[config.mk]
export PLATFORM = sky130hd
export DESIGN_NAME = sdpram_bist
export DESIGN_NICKNAME = d
export VERILOG_FILES = /design/src/rtl/sdpram_bist.sv
export SDC_FILE = /design/constraint.sdc
export NUM_CORES = 1
export LEC_CHECK = 0
export CAP_MARGIN = 20
export CORE_ASPECT_RATIO = 1.75
export CORE_MARGIN = 3
export CORE_UTILIZATION = 45
export CTS_BUF_LIST = sky130_fd_sc_hd__clkbuf_8
export DETAILED_ROUTE_END_ITERATION = 12
export PLACE_DENSITY = 0.77
export SYNTH_ARGS = -nofsm -noshare
export SYNTH_HDL_FRONTEND = slang
export SYNTH_SLANG_ARGS = --single-unit
[constraint.sdc]
create_clock -name clk -period 3.4 [get_ports clk]
set_clock_uncertainty 0.05 [all_clocks]
set_input_delay 0.34 -clock clk [delete_from_list [all_inputs] [get_ports clk]]
set_output_delay 0.34 -clock clk [all_outputs]
set_load 0.03 [all_outputs]
[src/rtl/sdpram_bist.sv]
// sdpram_bist: fill/readback self-test engine for one single-clock SDP RAM.
// Writes a pattern to every address, reads it back and compares at the RAM read latency.
module sdpram_bist #(
  parameter int ADDR_WIDTH    = 8,
  parameter int DATA_WIDTH    = 34,
  parameter int OUTPUT_REG    = 0,
  parameter int ERR_CNT_WIDTH = 3
) (
  input  logic                     clk,
  input  logic                     rst,
  input  logic                     start,
  input  logic [1:0]               mode,
  output logic                     busy,
  output logic                     done,
  output logic                     pass,
  output logic [ERR_CNT_WIDTH-1:0] err_cnt,
  output logic [ADDR_WIDTH-1:0]    first_err_addr,
  output logic                     mem_wr_en,
  output logic [ADDR_WIDTH-1:0]    mem_wr_addr,
  output logic [DATA_WIDTH-1:0]    mem_wr_data,
  output logic [ADDR_WIDTH-1:0]    mem_rd_addr,
  input  logic [DATA_WIDTH-1:0]    mem_rd_data
);
  localparam int RD_LAT = 1 + OUTPUT_REG;
  localparam int CW = ADDR_WIDTH + 1;
  localparam logic [CW-1:0] DEPTH = CW'(2 ** ADDR_WIDTH);
  localparam logic [CW-1:0] DRAIN_LEN = CW'(RD_LAT);
  localparam logic [DATA_WIDTH-1:0] CHK = DATA_WIDTH'({(DATA_WIDTH + 1) / 2{2'b01}});

  typedef enum logic [2:0] {S_IDLE, S_WRITE, S_READ, S_DRAIN, S_FINISH} state_t;

  state_t                   r_state, w_nxt;
  logic [CW-1:0]            r_cnt, w_cnt_inc;
  logic [ADDR_WIDTH-1:0]    w_addr, r_rd_hold, r_first;
  logic [1:0]               r_mode;
  logic                     w_term, w_acc, w_mm, r_pass;
  logic [ERR_CNT_WIDTH-1:0] r_err;
  logic                     r_vld [RD_LAT];
  logic [DATA_WIDTH-1:0]    r_exp [RD_LAT];
  logic [ADDR_WIDTH-1:0]    r_ea  [RD_LAT];

  // Mode 3 shares the mode-0 pattern so it can verify data left by a previous run.
  function automatic logic [DATA_WIDTH-1:0] pat(input logic [1:0] m, input logic [ADDR_WIDTH-1:0] a);
    return m == 2'd1 ? DATA_WIDTH'(a) : m == 2'd2 ? (a[0] ? ~CHK : CHK) : ~(DATA_WIDTH'(a));
  endfunction

  always_comb begin
    w_cnt_inc = r_cnt + 1'b1;
    w_addr = r_cnt[ADDR_WIDTH-1:0];
    w_term = w_cnt_inc == DEPTH;
    w_acc = r_state == S_IDLE && start;
    w_mm = r_vld[RD_LAT-1] && mem_rd_data != r_exp[RD_LAT-1];
    w_nxt = r_state;
    case (r_state)
      S_IDLE:  w_nxt = start ? (mode == 2'd3 ? S_READ : S_WRITE) : S_IDLE;
      S_WRITE: w_nxt = w_term ? S_READ : S_WRITE;
      S_READ:  w_nxt = w_term ? S_DRAIN : S_READ;
      S_DRAIN: w_nxt = w_cnt_inc == DRAIN_LEN ? S_FINISH : S_DRAIN;
      default: w_nxt = S_IDLE;
    endcase
  end

  always_ff @(posedge clk) begin
    if (rst) begin
      r_state <= S_IDLE;
      r_cnt <= '0;
      r_mode <= '0;
      r_rd_hold <= '0;
    end else begin
      r_state <= w_nxt;
      r_cnt <= (r_state == S_IDLE || w_nxt != r_state) ? '0 : w_cnt_inc;
      if (w_acc) r_mode <= mode;
      if (r_state == S_READ) r_rd_hold <= w_addr;
    end
  end

  // Valid flag, expected data and address ride a pipe as long as the RAM read latency.
  always_ff @(posedge clk) begin
    if (rst) begin
      for (int i = 0; i < RD_LAT; i++) r_vld[i] <= 1'b0;
    end else begin
      r_vld[0] <= r_state == S_READ;
      for (int i = 1; i < RD_LAT; i++) r_vld[i] <= r_vld[i-1];
    end
  end

  always_ff @(posedge clk) begin
    r_exp[0] <= pat(r_mode, w_addr);
    r_ea[0] <= w_addr;
    for (int i = 1; i < RD_LAT; i++) begin
      r_exp[i] <= r_exp[i-1];
      r_ea[i] <= r_ea[i-1];
    end
  end

  // The last beat is compared on the edge that enters FINISH, so pass folds it in directly.
  always_ff @(posedge clk) begin
    if (rst || w_acc) begin
      r_pass <= 1'b0;
      r_err <= '0;
      r_first <= '0;
    end else begin
      if (w_mm && !(&r_err)) r_err <= r_err + 1'b1;
      if (w_mm && r_err == '0) r_first <= r_ea[RD_LAT-1];
      if (w_nxt == S_FINISH) r_pass <= r_err == '0 && !w_mm;
    end
  end

  assign busy = r_state == S_WRITE || r_state == S_READ || r_state == S_DRAIN;
  assign done = r_state == S_FINISH;
  assign pass = r_pass;
  assign err_cnt = r_err;
  assign first_err_addr = r_first;
  assign mem_wr_en = r_state == S_WRITE;
  assign mem_wr_addr = mem_wr_en ? w_addr : '0;
  assign mem_wr_data = mem_wr_en ? pat(r_mode, w_addr) : '0;
  assign mem_rd_addr = r_state == S_READ ? w_addr : r_rd_hold;
endmodule

== After elaboration in Yosys (flattened, before gate mapping) ==
Memories as Yosys holds them, arrays and structs flattened. A register that Yosys moved wholly into a read port is not among the register bits.
Index checks and enable logic that the tools add are counted.

* Bits in registers: 26
* Output and inout port bits: 65
* Memory bits (writable): 43
* Memories: 3

* Muxes and demuxes: 17
* Bitwise gates (word level): 1
* Reduce and logical (&&, ||, !) cells: 16
* Equality and inequality tests: 12
* $add $sub $neg: 2

{| class="wikitable"
|+ Memories
! name !! depth !! bits a word !! rd ports !! clocked after Yosys merged registers in !! wr ports !! line !! source
|-
| r_exp || 1 || 34 || 1 || 0 || 1 || 39 || <nowiki>logic [DATA_WIDTH-1:0] r_exp [RD_LAT];</nowiki>
|-
| r_ea || 1 || 8 || 1 || 1 || 1 || 40 || <nowiki>logic [ADDR_WIDTH-1:0] r_ea [RD_LAT];</nowiki>
|-
| r_vld || 1 || 1 || 1 || 0 || 1 || 38 || <nowiki>logic r_vld [RD_LAT];</nowiki>
|}

{| class="wikitable"
|+ Operator list
! cell !! number
|-
| 34-bit two-way mux || 4
|-
| 34-bit inequality test || 1
|-
| 8-bit NOT with 34-bit output || 1
|-
| 8-bit two-way mux || 2
|-
| 3-bit case mux with 4 select lines || 1
|-
| 9-bit by 1-bit adder with 9-bit output, second input constant || 1
|-
| 9-bit by 1-bit equality test with 1-bit output, second input constant || 1
|-
| 9-bit equality test, second input constant || 1
|-
| 3-bit by 2-bit equality test with 1-bit output, second input constant || 2
|-
| 3-bit equality test, second input constant || 2
|-
| 3-bit zero test || 2
|-
| 1-bit two-way mux || 6
|-
| 2-bit two-way mux || 3
|-
| 1-bit logical AND || 5
|-
| 2-bit equality test, second input constant || 2
|-
| 1-bit logical OR || 4
|-
| 3-bit by 1-bit adder with 3-bit output, second input constant || 1
|-
| 3-bit by 1-bit equality test with 1-bit output, second input constant || 1
|-
| 3-bit two-way mux || 1
|-
| 3-bit inequality test || 1
|-
| 3-bit AND reduction || 1
|-
| 2-bit by 1-bit equality test with 1-bit output, second input constant || 1
|-
| 1-bit zero test || 2
|-
| 2-bit OR reduction || 1
|-
| 1-bit OR reduction || 1
|}

== Logic depth before layout (Yosys ltp) ==
* Depth after elaboration: 7
* Mapped depth: 8
* Gate-level depth less buffers: 7

== Least setup slack after synthesis ==
OpenSTA, ideal clock, no wires.

* Kind: reg2out
* Start point: reg r_state[0]
* End point: out mem_wr_data[11]
* Stages on the path, launching flop included: 7
* Slack: 0.845 ns
* Data required time: 3.010 ns
* Data arrival time: 2.165 ns
* Cells stage by stage: dfxtp_1 > nor2b_1 > nand2b_1 > inv_1 > clkbuf_1 > and2_1 > buf_4

* Longest elaborated chain between the ends: 2

{| class="wikitable"
|+ Ends and longest elaborated chain
! element !! line !! source
|-
| start: declaration || 32 || <nowiki>state_t r_state, w_nxt;</nowiki>
|-
| start signal: assignment || 70 || <nowiki>r_state <= w_nxt;</nowiki>
|-
| 3-bit by 1-bit equality test with 1-bit output || 114 || <nowiki>assign mem_wr_en = r_state == S_WRITE;</nowiki>
|-
| net mem_wr_en || 18 || <nowiki>output logic mem_wr_en,</nowiki>
|-
| 34-bit two-way mux || 116 || <nowiki>assign mem_wr_data = mem_wr_en ? pat(r_mode, w_addr) : '0;</nowiki>
|-
| end: declaration || 20 || <nowiki>output logic [DATA_WIDTH-1:0] mem_wr_data,</nowiki>
|}

The timed path passes the listed nets, and every way through them passes these cells.

== Worst setup path after layout ==
* Start point: reg r_state[0]
* End point: out mem_wr_data[31]

* Longest elaborated chain between the ends: 2

{| class="wikitable"
|+ Ends and longest elaborated chain
! element !! line
|-
| 3-bit by 1-bit equality test with 1-bit output || 114
|-
| 34-bit two-way mux || 116
|}

No other way between the ends.

==> impl_metrics.env <==
export IMPL_drtAntennaViolNets=0
export IMPL_cts_resized_gates=0
export IMPL_dpl_cell_count=478
export IMPL_post_route_period_util=0.904
export IMPL_r2r_end="r_cnt[0]"
export IMPL_rsz0062_at_grt="no"
export IMPL_synth_edf_count=0
export IMPL_syn_area_sq_um=2850
export IMPL_hold_buffers=0
export IMPL_drive_above_1_share=0.0613
export IMPL_avgSynthCellArea_sq_um=8.50
export IMPL_diodes=0
export IMPL_holdCritStartpoint="r_ea[0][6]"
export IMPL_hold_path_class="register to register"
export IMPL_yosys_top_cells_area="dfxtp_1, buf_4, xnor2_1"
export IMPL_ir_drop_uv=245
export IMPL_cts_tree="built"
export IMPL_ys_flop_type="dfxtp_1"
export IMPL_track_usage=0.198
export IMPL_whs_endpoint="first_err_addr[6]"
export IMPL_status="finished clean"
export IMPL_synth_fp_nets=380
export IMPL_top_usage_layer="met2"
export IMPL_io_buffers=103
export IMPL_hold_path_depth=2
export IMPL_nets=452
export IMPL_drt_iter0_markers=96
export IMPL_period_minus_slack_ns=3.07
export IMPL_worstSkewPairLatency_ns=0.30
export IMPL_final_cells=486
export IMPL_ys_seq_area_frac=0.372
export IMPL_cts_sinks=53
export IMPL_max_cap_violations=0
export IMPL_worstPathArrival_ns=2.68
export IMPL_num_rows=37
export IMPL_die_w_um=66.1
export IMPL_dp_hpwl_um=5550
export IMPL_crit_type="register to primary output"
export IMPL_timing_slew_headroom=0.613
export IMPL_clk_pin_slew_ns=0.10
export IMPL_clockBufferDepth=2
export IMPL_reg2reg_from="r_cnt[0]"
export IMPL_initial_utilization=0.473
export IMPL_max_freq_mhz=325
export IMPL_place_ws_ns=0.626
export IMPL_vias_per_cell=5.30
export IMPL_setup_viol=0
export IMPL_drv_slew=0
export IMPL_cts_setup_buffers=0
export IMPL_syn2layout_area_growth_pct=35.9
export IMPL_gr_total_overflow=0
export IMPL_route_detailed_drc=0
export IMPL_core_sq_um=6020
export IMPL_reg2reg_depth=7
export IMPL_worstMarginPinSlew_ns=0.580
export IMPL_use_met2=0.378
export IMPL_die_area_sq_um=7360
export IMPL_htree_levels=2
export IMPL_routabilityCongestion=0.887
export IMPL_vias=2577
export IMPL_synth_top_area_frac=0.372
export IMPL_critPathCaptureType="primary output"
export IMPL_pin_count=104
export IMPL_grt_pass1_wl_um=11600
export IMPL_firstDrtPassIters=4
export IMPL_cp_required_ns=3.01
export IMPL_wl_per_cell_um=14.8
export IMPL_synth_seq_cells=53
export IMPL_die_h_um=111
export IMPL_final_hold_viol_count=0
export IMPL_setup_tns_ns=0
export IMPL_async_reset_ff_frac=0
export IMPL_grtUsageMet3=0.0416
export IMPL_antenna_found_initial=0
export IMPL_first_global_vias=2509
export IMPL_yosysWarnings=0
export IMPL_critPathLaunchType="register"
export IMPL_routed_wirelength_um=7170
export IMPL_syn_inst=335
export IMPL_grt_max_degree=24
export IMPL_power_density_nw_per_um2=383
export IMPL_layout_setup_ws_ns=0.327
export IMPL_numCtsBuffers=5
export IMPL_crit_path_max_fanout=13
export IMPL_reg2reg_slack_ns=0.81
export IMPL_power_leakage_uw=0.00139
export IMPL_use_met1=0.198
export IMPL_yosys_area_top_type="dfxtp_1"
export IMPL_cts_root_buf="clkbuf_8"
export IMPL_ys_types=44
## metal layers
| metal | part of all wire | vias to the layer above |
|---|---|---|
| met4 | 0.020 | 0 |
| met2 | 0.53 | 92 |
| met5 | 0 | - |
| li1 | - | 1275 |
| met3 | 0.072 | 12 |
| met1 | 0.38 | 1198 |
## layout by cell type, fill, tap and decap left out, types with 7 or more instances in the layout
cell	instances
a21oi_1	13
and2_1	16
buf_4	7
clkdlybuf4s50_1	103
dfxtp_1	53
inv_1	9
mux2_2	8
nand2_1	22
nand4_1	7
nor2_1	33
nor2b_1	14
nor3_1	9
o211ai_1	11
o21ai_0	9
o31ai_1	10
xnor2_1	15
xor2_1	8
## logic make-up after synthesis
logic type      synth area share
flops                      0.372
mux                       0.0457
compound gates             0.148
fa+ha+maj                 0.0263
buf+inv                    0.109
xor+xnor                  0.0707
simple gates               0.227
## worst max-delay path, cell delays in order (launching register included)
cell,delay (ns)
dfxtp_1,0.44
nor2b_1,0.33
nand2b_1,0.19
inv_1,0.23
and2_1,0.42
clkdlybuf4s50_1,0.76
## how the worst max path moves through the flow
stage | from | end | slack [ns] | cells after the start
after floorplan | r_state[0] | mem_wr_data[11] | 0.84 | 6
after global placement | r_state[0] | mem_wr_data[25] | 0.71 | 5
after detailed placement | r_state[0] | mem_wr_data[21] | 0.63 | 5
after CTS | r_state[0] | mem_wr_data[21] | 0.29 | 5
after global routing | r_state[0] | mem_wr_data[21] | 0.1 | 5
final | r_state[0] | mem_wr_data[31] | 0.33 | 5
## Yosys cell counts (7+ instances only)
cell       n
nor2_1    33
and2_1    16
nor3_1     9
mux2_2     8
nand2_1   22
dfxtp_1   53
o21ai_0    9
nand4_1    7
nor2b_1   14
o31ai_1   10
inv_1      9
buf_4     25
a21oi_1   13
xnor2_1   15
xor2_1     8
o211ai_1  11
clkbuf_1  13
## sequential cells by signal, indices dropped and copies added, names as in the netlist
signal          count
r_exp              10
r_cnt               9
first_err_addr      8
r_ea                8
r_rd_hold           8
err_cnt             3
r_state             3
r_mode              2
pass                1
r_vld               1
## stage by stage
stage / instance area, sq um / util / power [uW] / hold slack [ns]
global route: 3870 / 0.643 / 1540 / 0.417
detailed placement: 3750 / 0.623 / 1060 / 0.382
finish: 3870 / 0.643 / 1480 / 0.390
global placement: 3750 / 0.623 / 1050 / 0.375
CTS: 3870 / 0.643 / 1500 / 0.392
floorplan: 2850 / - / 927 / 0.276
## where the power goes
| group | switching (uW) | internal (uW) |
|---|---|---|
| Clock | 202 | 239 |
| Combinational | 206 | 171 |
| Sequential | 23.0 | 643 |
| Total | 430 | 1050 |
## cell type report
type | count | area [sq um]
Fill cell | 517 | 2150
Multi-Input combinational cell | 228 | 1480
Timing Repair Buffer | 110 | 1080
Sequential cell | 53 | 1060
Tap cell | 78 | 97.6
Clock buffer | 6 | 82.6
Clock inverter | 2 | 37.5
Inverter | 9 | 33.8
(Power assumes the default switching activity.)
